--- config.mk ---
export PLATFORM = sky130hd
export DESIGN_NAME = cache_ctrl_2way
export DESIGN_NICKNAME = d
export VERILOG_FILES = /design/src/rtl/cache_pkg.sv /design/src/rtl/cache_meta_store.sv /design/src/rtl/cache_ctrl_2way.sv
export SDC_FILE = /design/constraint.sdc
export NUM_CORES = 1
export LEC_CHECK = 0
export ABC_AREA = 1
export ABC_CLOCK_PERIOD_IN_PS = 2500
export BUFFER_PORTS_ARGS = -buffer_cell sky130_fd_sc_hd__buf_4
export CAP_MARGIN = 20
export CORE_MARGIN = 1.5
export CORE_UTILIZATION = 35
export CTS_CLUSTER_DIAMETER = 120
export DETAILED_ROUTE_END_ITERATION = 16
export PLACE_DENSITY_LB_ADDON = 0.05
export SKIP_LAST_GASP = 1
export SLEW_MARGIN = 20
export SYNTH_ARGS = -nofsm -noshare
export SYNTH_HDL_FRONTEND = slang
export SYNTH_SLANG_ARGS = --single-unit
--- constraint.sdc ---
create_clock -name clk -period 2.5 [get_ports clk]
set_clock_uncertainty 0.2 [all_clocks]
set_input_delay 0.375 -clock clk [delete_from_list [all_inputs] [get_ports clk]]
set_output_delay 0.375 -clock clk [all_outputs]
set_load 0.01 [all_outputs]
--- src/rtl/cache_pkg.sv ---
// cache_pkg: shared parameters, controller state encoding and address-field
// helpers for the 2-way set-associative cache controller.
//   ADDR_W   byte address width
//   OFFSET_W byte offset within a 128-bit block
//   INDEX_W  set index width
//   TAG_W    tag width (what is left of the address)
//   NUM_SETS number of sets
package cache_pkg;

    localparam int ADDR_W   = 10;
    localparam int OFFSET_W = 4;
    localparam int INDEX_W  = 2;
    localparam int TAG_W    = ADDR_W - OFFSET_W - INDEX_W;
    localparam int NUM_SETS = 1 << INDEX_W;

    typedef enum logic [2:0] {
        IDLE,
        LOOKUP,
        WB_REQ,
        WB_WAIT,
        FILL_REQ,
        FILL_WAIT,
        RESP
    } ctrl_state_t;

    // Field order matches the address layout: tag in the MSBs, offset in the LSBs.
    typedef struct packed {
        logic [TAG_W-1:0]    tag;
        logic [INDEX_W-1:0]  index;
        logic [OFFSET_W-1:0] offset;
    } addr_fields_t;

    function automatic addr_fields_t split_addr(input logic [ADDR_W-1:0] addr);
        return addr_fields_t'(addr);
    endfunction

    // Block-aligned memory address for a given tag and set.
    function automatic logic [ADDR_W-1:0] block_addr(input logic [TAG_W-1:0]   tag,
                                                      input logic [INDEX_W-1:0] index);
        return {tag, index, {OFFSET_W{1'b0}}};
    endfunction

endpackage

--- src/rtl/cache_meta_store.sv ---
// cache_meta_store: tag / valid / dirty / LRU state for a 2-way cache.
//   index, tag        set and tag being looked up (the latched request)
//   hit, hit_way      combinational lookup result
//   victim            replacement way: first invalid way (way 0 first), else LRU
//   victim_dirty      victim holds a valid dirty line that needs write-back
//   victim_tag        tag of the victim line (used for the write-back address)
//   touch_*           access on a hit: LRU points at the other way, write sets dirty
//   clean_*           clear dirty after write-back completes
//   fill_*            install the request tag into a way as valid and clean
module cache_meta_store
    import cache_pkg::*;
(
    input  logic               clk,
    input  logic               rst_n,
    input  logic [INDEX_W-1:0] index,
    input  logic [TAG_W-1:0]   tag,
    output logic               hit,
    output logic               hit_way,
    output logic               victim,
    output logic               victim_dirty,
    output logic [TAG_W-1:0]   victim_tag,
    input  logic               touch_en,
    input  logic               touch_way,
    input  logic               touch_write,
    input  logic               clean_en,
    input  logic               clean_way,
    input  logic               fill_en,
    input  logic               fill_way
);

    logic [TAG_W-1:0]    tag_q   [NUM_SETS][2];
    logic [1:0]          valid_q [NUM_SETS];
    logic [1:0]          dirty_q [NUM_SETS];
    logic [NUM_SETS-1:0] lru_q;

    logic hit0;
    logic hit1;

    always_comb begin
        hit0 = valid_q[index][0] && (tag_q[index][0] == tag);
        hit1 = valid_q[index][1] && (tag_q[index][1] == tag);
        hit     = hit0 || hit1;
        hit_way = hit1;
        if (!valid_q[index][0]) begin
            victim = 1'b0;
        end else if (!valid_q[index][1]) begin
            victim = 1'b1;
        end else begin
            victim = lru_q[index];
        end
        victim_dirty = valid_q[index][victim] && dirty_q[index][victim];
        victim_tag   = tag_q[index][victim];
    end

    // NOTE: these arrays are small flop banks, not RAM macros, so clearing them
    // on the asynchronous reset is cheap and makes every line invalid at once.
    always_ff @(posedge clk or negedge rst_n) begin
        if (!rst_n) begin
            for (int s = 0; s < NUM_SETS; s++) begin
                for (int w = 0; w < 2; w++) begin
                    tag_q[s][w] <= '0;
                end
                valid_q[s] <= '0;
                dirty_q[s] <= '0;
            end
            lru_q <= '0;
        end else begin
            // The controller never raises more than one of these per cycle.
            if (touch_en) begin
                lru_q[index] <= ~touch_way;
                if (touch_write) begin
                    dirty_q[index][touch_way] <= 1'b1;
                end
            end
            if (clean_en) begin
                dirty_q[index][clean_way] <= 1'b0;
            end
            if (fill_en) begin
                tag_q[index][fill_way]   <= tag;
                valid_q[index][fill_way] <= 1'b1;
                dirty_q[index][fill_way] <= 1'b0;
            end
        end
    end

endmodule

--- src/rtl/cache_ctrl_2way.sv ---
// cache_ctrl_2way: sequencing controller for a 2-way set-associative,
// write-back, LRU cache. Moves no data; it drives the data-array enables and
// block-level memory requests and owns all metadata (via cache_meta_store).
//   cpu_req_*      one request at a time, accepted when cpu_req_ready is high
//   cpu_resp_*     one-cycle completion pulse; hit reports the original lookup
//   arr_*          data-array way/set/offset select and read/write enables
//   mem_req_*      block write-back (write=1) or block fetch (write=0)
//   mem_resp_valid fetch data valid or write-back acknowledge
module cache_ctrl_2way
    import cache_pkg::*;
(
    input  logic                clk,
    input  logic                rst_n,
    input  logic                cpu_req_valid,
    input  logic                cpu_req_write,
    input  logic [ADDR_W-1:0]   cpu_req_addr,
    output logic                cpu_req_ready,
    output logic                cpu_resp_valid,
    output logic                cpu_resp_hit,
    output logic                arr_way,
    output logic [INDEX_W-1:0]  arr_index,
    output logic [OFFSET_W-1:0] arr_offset,
    output logic                arr_rd_en,
    output logic                arr_wr_byte_en,
    output logic                arr_wr_block_en,
    output logic                mem_req_valid,
    output logic                mem_req_write,
    output logic [ADDR_W-1:0]   mem_req_addr,
    input  logic                mem_req_ready,
    input  logic                mem_resp_valid
);

    ctrl_state_t state_q;
    ctrl_state_t state_d;

    // started_q keeps cpu_req_ready low until the first edge after reset.
    logic              started_q;
    logic              req_write_q;
    logic [ADDR_W-1:0] req_addr_q;
    logic              miss_flag_q;
    logic              victim_q;
    logic [TAG_W-1:0]  victim_tag_q;
    addr_fields_t      req_f;

    logic             hit;
    logic             hit_way;
    logic             victim;
    logic             victim_dirty;
    logic [TAG_W-1:0] victim_tag;
    logic             touch_en;
    logic             clean_en;
    logic             fill_en;

    assign req_f      = split_addr(req_addr_q);
    assign arr_index  = req_f.index;
    assign arr_offset = req_f.offset;

    cache_meta_store u_meta (
        .clk          (clk),
        .rst_n        (rst_n),
        .index        (req_f.index),
        .tag          (req_f.tag),
        .hit          (hit),
        .hit_way      (hit_way),
        .victim       (victim),
        .victim_dirty (victim_dirty),
        .victim_tag   (victim_tag),
        .touch_en     (touch_en),
        .touch_way    (hit_way),
        .touch_write  (req_write_q),
        .clean_en     (clean_en),
        .clean_way    (victim_q),
        .fill_en      (fill_en),
        .fill_way     (victim_q)
    );

    // State register.
    // NOTE: sequential state uses non-blocking assignments so every flop samples
    // pre-edge values regardless of process ordering.
    always_ff @(posedge clk or negedge rst_n) begin
        if (!rst_n) begin
            state_q <= IDLE;
        end else begin
            state_q <= state_d;
        end
    end

    // Request, miss and victim bookkeeping.
    always_ff @(posedge clk or negedge rst_n) begin
        if (!rst_n) begin
            started_q    <= 1'b0;
            req_write_q  <= 1'b0;
            req_addr_q   <= '0;
            miss_flag_q  <= 1'b0;
            victim_q     <= 1'b0;
            victim_tag_q <= '0;
        end else begin
            started_q <= 1'b1;
            if (cpu_req_valid && cpu_req_ready) begin
                req_write_q <= cpu_req_write;
                req_addr_q  <= cpu_req_addr;
                miss_flag_q <= 1'b0;
            end
            // The victim is captured on the first lookup; the re-lookup after a
            // fill always hits, so it never overwrites it.
            if (state_q == LOOKUP && !hit) begin
                miss_flag_q  <= 1'b1;
                victim_q     <= victim;
                victim_tag_q <= victim_tag;
            end
        end
    end

    // Next-state logic.
    always_comb begin
        state_d = state_q;
        case (state_q)
            IDLE:      if (cpu_req_valid && cpu_req_ready) state_d = LOOKUP;
            LOOKUP: begin
                if (hit) begin
                    state_d = RESP;
                end else if (victim_dirty) begin
                    state_d = WB_REQ;
                end else begin
                    state_d = FILL_REQ;
                end
            end
            WB_REQ:    if (mem_req_ready)  state_d = WB_WAIT;
            WB_WAIT:   if (mem_resp_valid) state_d = FILL_REQ;
            FILL_REQ:  if (mem_req_ready)  state_d = FILL_WAIT;
            FILL_WAIT: if (mem_resp_valid) state_d = LOOKUP;
            RESP:      state_d = IDLE;
            default:   state_d = IDLE;
        endcase
    end

    // Output logic.
    // NOTE: every output gets a default before the case so no path leaves one
    // unassigned, which would otherwise infer a latch.
    always_comb begin
        cpu_req_ready   = 1'b0;
        cpu_resp_valid  = 1'b0;
        cpu_resp_hit    = 1'b0;
        arr_way         = 1'b0;
        arr_rd_en       = 1'b0;
        arr_wr_byte_en  = 1'b0;
        arr_wr_block_en = 1'b0;
        mem_req_valid   = 1'b0;
        mem_req_write   = 1'b0;
        mem_req_addr    = '0;
        touch_en        = 1'b0;
        clean_en        = 1'b0;
        fill_en         = 1'b0;
        case (state_q)
            IDLE: cpu_req_ready = started_q;
            LOOKUP: begin
                if (hit) begin
                    arr_way        = hit_way;
                    arr_rd_en      = !req_write_q;
                    arr_wr_byte_en = req_write_q;
                    touch_en       = 1'b1;
                end
            end
            WB_REQ: begin
                mem_req_valid = 1'b1;
                mem_req_write = 1'b1;
                mem_req_addr  = block_addr(victim_tag_q, req_f.index);
                arr_rd_en     = 1'b1;
                arr_way       = victim_q;
            end
            WB_WAIT: clean_en = mem_resp_valid;
            FILL_REQ: begin
                mem_req_valid = 1'b1;
                mem_req_addr  = block_addr(req_f.tag, req_f.index);
            end
            FILL_WAIT: begin
                arr_way         = victim_q;
                arr_wr_block_en = mem_resp_valid;
                fill_en         = mem_resp_valid;
            end
            RESP: begin
                cpu_resp_valid = 1'b1;
                cpu_resp_hit   = !miss_flag_q;
            end
            default: ;
        endcase
    end

endmodule

Word-level counts from Yosys, hierarchy flattened --
Index checks and enable logic that the tools add are counted.
Storage, ports and cells: flip-flop bits (word level) 73, input bits 16, output and inout bits 25
Operators by class: magnitude comparators 12, eq/ne operators 13, mux-type cells 66, bitwise logic cells 9, reduce and logical (&&, ||, !) cells 19
Operator list (count):
- $mux W8 | 7
- $bwmux W32 | 1
- $mux W1 | 25
- $mux W3 | 7
- $pmux W10 S2 | 1
- $pmux W3 S6 | 1
- $and A8 B8 Y8 | 2
- $bmux W8 S2 | 1
- $demux W8 S2 | 1
- $mux W4 | 4
- $or A8 B8 Y8 | 2
- $mux W2 | 6
- $logic_and A1 B1 Y1 | 10
- $ne A2 B2 Y1 const B | 5
- $eq A3 B3 Y1 const B | 3
- $bmux W2 S2 | 2
- $demux W2 S2 | 2
- $eq A4 B4 Y1 | 2
- $not A8 Y8 | 1
- $eq A3 B2 Y1 const B | 2
- $lt A1 B2 Y1 const B | 3
- $reduce_and A5 Y1 | 1
- $bwmux W4 | 1
- $demux W4 S1 | 1
- 20 further kinds | 28

Depth between registers and ports, before layout --
depth in word-level cells 19, mapped depth 16, depth with buffers taken out 14

Cells and area by module --
A second synthesis with hierarchy kept.
Second synthesis, totals: cells, all modules 507, area total of the unflattened synthesis 3856.2 um^2
Modules (own cells, without submodules):
- cache_meta_store | times used 1, cells an instance 352, area each 2668.8 um^2, sequential area each 1301.2 um^2
- cache_ctrl_2way | times used 1, cells an instance 155, area each 1187.4 um^2, sequential area each 525.5 um^2

Worst setup path after synthesis --
Ideal clock, no wire load.
kind reg2out, start register req_addr_q[4], end output arr_rd_en, data arrival time 1683 ps, data required time 1925 ps, setup slack 242 ps, stages on the path, launching flop included 12, path buffers 2, path through dfrtp_1 > buf_4 > buf_2 > o21ai_0 > nand2_1 > nand3_1 > nand2_1 > nor2_1 > nand2_2 > nand2_4 > nand2_1 > o21ai_1
Between the ends: cells in the longest elaborated chain, start to end 9, elaborated cells on any way between the ends 14, those cells by class 2 x eq/ne; 8 x mux; 1 x bitwise; 3 x reduce/logical
Ends and longest elaborated chain:
- start, declared | line cache_ctrl_2way.sv:39 | logic [ADDR_W-1:0] req_addr_q;
- start signal, assigned | line cache_ctrl_2way.sv:101 | req_addr_q <= cpu_req_addr;
- $not A2 Y3 (implied by the code) * | line cache_meta_store.sv:40, cache_meta_store.sv:41
- $bmux W8 S2 | line cache_meta_store.sv:40, cache_meta_store.sv:41
- $mux W8 (implied by the code) (2 in a row) | line cache_meta_store.sv:40 | hit0 = valid_q[index][0] && (tag_q[index][0] == tag);
- $eq A4 B4 Y1, on equally long branches | line cache_meta_store.sv:40, cache_meta_store.sv:41
- $logic_and A1 B1 Y1, on equally long branches | line cache_meta_store.sv:40, cache_meta_store.sv:41
- $logic_or A1 B1 Y1 * | line cache_meta_store.sv:42 | hit = hit0 || hit1;
- $mux W1 * | line cache_ctrl_2way.sv:157 | if (hit) begin
- $pmux W1 S2 * | line cache_ctrl_2way.sv:154 | case (state_q)
- end, declared | line cache_ctrl_2way.sv:23 | output logic arr_rd_en,
Every way passes the cells marked *; elsewhere a longest branch is shown, timed or not. The select of a mux whose other input is x is not followed.

Worst setup path after layout --
Same ends and word-level chain as after synthesis.

==> impl_metrics.py <==
metrics = {
    "floorplan": {
        "die_h_um": 107,
        "die-width_um": 107,
        "core_area_um2": 10400,
        "start_util_pct": 36.3,
        "die-area_um2": 11400,
        "fp-row-count": 37,
        "num_io_pins": 41,
    },
    "layout": {
        "mostFrequentLayoutCells": "nand2_1 (168), dfrtp_1 (72), buf_4 (69), nor2_1 (67), inv_1 (66)",
        "areaGrowthSynthToFinish_pct": 23.9,
        "final_common_cell": "nand2_1",
        "diodes": 0,
        "finalNetCount": 613,
        "fillerInstances": 1093,
        "drive_gt1_share_pct": 18.6,
    },
    "critical_path": {
        "r2r_slack_ps": 280,
        "slowest_delay_ps": 460,
        "r2r_end": "victim_tag_q[1]$_DFFE_PN0P_",
        "cp_slowest_cell": "dfrtp_2",
        "crit_start": "req_addr_q[4]$_DFFE_PN0P_",
        "start_kind": "flop",
        "crit_path_frequent_cell": "nand2_1",
        "worstPathMaxFanout": 8,
        "r2r-start": "req_addr_q[4]$_DFFE_PN0P_",
        "crit_path_end_kind": "output pin",
        "required_ps": 1920,
        "path_cells": "clkinv_4, buf_4, nand2_1, nand2_1, nand2_2, nand2_1, nand2_1, nand2_1, nor2_2, nand3_2, nand2_4, nand2_2, o21ai_2, buf_4",
        "cp.arrival_ps": 2150,
        "reg2regPathDepth": 13,
        "crit_type": "flop to output pin",
    },
    "sta": {
        "fin_crit_sh_pct": 109,
        "setup_viol": 3,
        "finalWorstSetupSlack_ps": -221,
        "grt_setup_unrepaired": "true",
        "min_period_ps": 2720,
        "slew_violations": 0,
        "hold_slack_ps": 3.07,
        "hold_viol_final": 0,
        "max_freq_mhz": 367,
    },
    "power": {
        "power_leakage_nw": 2.42,
        "swShare_pct": 45.3,
        "power_switching_mw": 2.92,
        "peakVddDrop_uv": 454,
        "p_comb_share_pct": 55.6,
        "p_seq_share_pct": 31.2,
        "power.density_nw_per_um2": 1380,
        "clock_power_share_pct": 13.2,
        "intPower_mw": 3.53,
    },
    "place": {
        "portBuffers": 36,
        "globalplace.congestion": 0.832,
        "hpwl_mm": 7.86,
        "dp_slack_ps": 75.5,
    },
    "route": {
        "drc": 0,
        "drtAntennaViolNets": 0,
        "drt_pass1_iterations": 4,
        "via_per_inst": 4.58,
        "drt-total-wl_mm": 10.6,
        "routedWlPerCell_um": 14.4,
        "dr_total_vias": 3378,
        "drt_iter0_drc": 171,
    },
    "logic_synthesis": {
        "yosys_warnings": 0,
        "ys_top_cells_by_area": "dfrtp_1 (48%), nand2_1 (17%), nor2_1 (7.0%)",
        "synth_cells": 527,
        "synth-seq-area-share_pct": 48.3,
        "synth.ff_latch_count": 73,
        "synth.top_cell.area_share_pct": 48.3,
        "synth_area_per_cell_um2": 7.17,
        "synthesis.area_um2": 3780,
        "yosys.area.top_type": "dfrtp_1",
        "synth_cell_types": 27,
    },
    "clocking": {
        "htree_levels": 3,
        "cts.clk_slew.worst_paths_ps": 80,
        "numCtsBuffers": 9,
        "cts_tree": "yes",
        "cts_sinks": 73,
        "cts_root_buf": "clkbuf_8",
        "clk_latency_ps": 360,
        "clockBufferDepth": 2,
    },
    "outcome": {
        "violations": "negative setup slack",
        "status": "complete, but fails checks",
    },
    "global_routing": {
        "antenna_found_initial": 0,
        "grt_usage_pct": 19.9,
        "grt_overflow_total": 0,
        "grt_max_degree": 33,
        "grt_pass1_wl_mm": 17.1,
        "grt_pass1_vias": 3218,
    },
    "worst_hold_path": {
        "worstHoldStart": "cpu_req_addr[0]",
        "holdPathEnd": "req_addr_q[0]$_DFFE_PN0P_",
        "hold_path_depth": 3,
        "hold_class": "input port to flop",
    },
    "run": {
        "cap_violations": 0,
    },
}
## how the worst max path moves through the flow
| stage | endpoint | slack [ps] | cells past startpoint |
|---|---|---|---|
| after detailed placement | arr_rd_en | 80 | 13 |
| final | arr_rd_en | -220 | 14 |
| after global placement | arr_rd_en | 100 | 13 |
| after floorplan | arr_rd_en | 240 | 11 |
| after CTS | arr_rd_en | -270 | 13 |
| after global routing | arr_wr_byte_en | -350 | 14 |
## critical path: cells and delay by family (launching register included)
| family | cells | cell delay [ps] |
|---|---|---|
| simple gates | 10 | 790 |
| flops | 1 | 460 |
| buf+inv | 3 | 400 |
| compound gates | 1 | 130 |
## Yosys cell counts (all sizes together)
master and count:
nor3 3, or2 3, a21oi 16, nand3 18, and3 1, buf 17
nor2 74, inv 69, o21ai 56, clkinv 2, clkbuf 3, o31ai 1
conb 2, nand4 4, o2111ai 1, dfrtp 73, o22ai 4, nand2 176
a31oi 4
## layout make-up
| type | count | area [µm²] | area share (%) |
|---|---|---|---|
| tap | 136 | 170 | 3.63 |
| timing repair buffer | 76 | 634 | 13.5 |
| sequential | 73 | 1830 | 39.0 |
| multi-input combinational | 366 | 1610 | 34.3 |
| clock buffer | 13 | 159 | 3.39 |
| inverter | 71 | 272 | 5.80 |
| clock inverter | 3 | 15.0 | 0.321 |
## logic make-up after synthesis
family	after synthesis	share of synthesized area [%]
flip-flops	73	48.3
other	2	0.199
AO/OA/AOI/OAI	82	11.3
buffers and inverters	91	10.4
AND/OR/NAND/NOR	279	29.8
## power groups by stage
stage / sequential [mW] / clock (mW) / combinational, mW
2_1_floorplan: 1.93 / 0 / 2.19
3_3_place_gp: 2.01 / 0 / 3.39
3_5_place_dp: 2.02 / 0 / 3.39
4_1_cts: 2.00 / 0.875 / 3.44
5_1_grt: 2.09 / 0.914 / 4.05
6_report: 2.02 / 0.852 / 3.59
## metrics by stage
step	power (mW)	TNS, ps	cells	cell area, µm²	utilization, %
floorplan	4.12	0	530	3790	-
global placement	5.40	0	716	4400	42.2
detailed placement	5.41	0	716	4400	42.2
CTS	6.32	-654	735	4610	44.2
global route	7.05	-1000	738	4680	45.0
finish	6.46	-557	738	4680	45.0
## flip-flops by register name, summed over array words and instances (netlist names)
name and flops:
miss_flag_q 1, req_addr_q 10, req_write_q 1, started_q 1
state_q 3, u_meta.dirty_q 8, u_meta.lru_q 4, u_meta.tag_q 32
u_meta.valid_q 8, victim_q 1, victim_tag_q 4
## routing by layer
| metal | track usage, % | vias up | routed length, µm |
|---|---|---|---|
| met3 | 3.04 | 11 | 403 |
| met4 | 7.43 | 0 | 178 |
| met1 | 29.4 | 1529 | 5620 |
| met5 | 0 | - | 0 |
| li1 | - | 1767 | - |
| met2 | 29.4 | 71 | 4400 |
## timing repair
| item | in CTS | in global routing |
|---|---|---|
| gates resized for setup | 4 | 14 |
| gates cloned | 0 | 1 |
| pin swaps | 1 | 3 |
| buffers inserted | 1 | 2 |
| hold endpoints to repair | 31 | 0 |
| endpoints found under the setup margin | 3 | 3 |
| hold buffers | 2 | 0 |
Power figures use the tool's default switching activity.
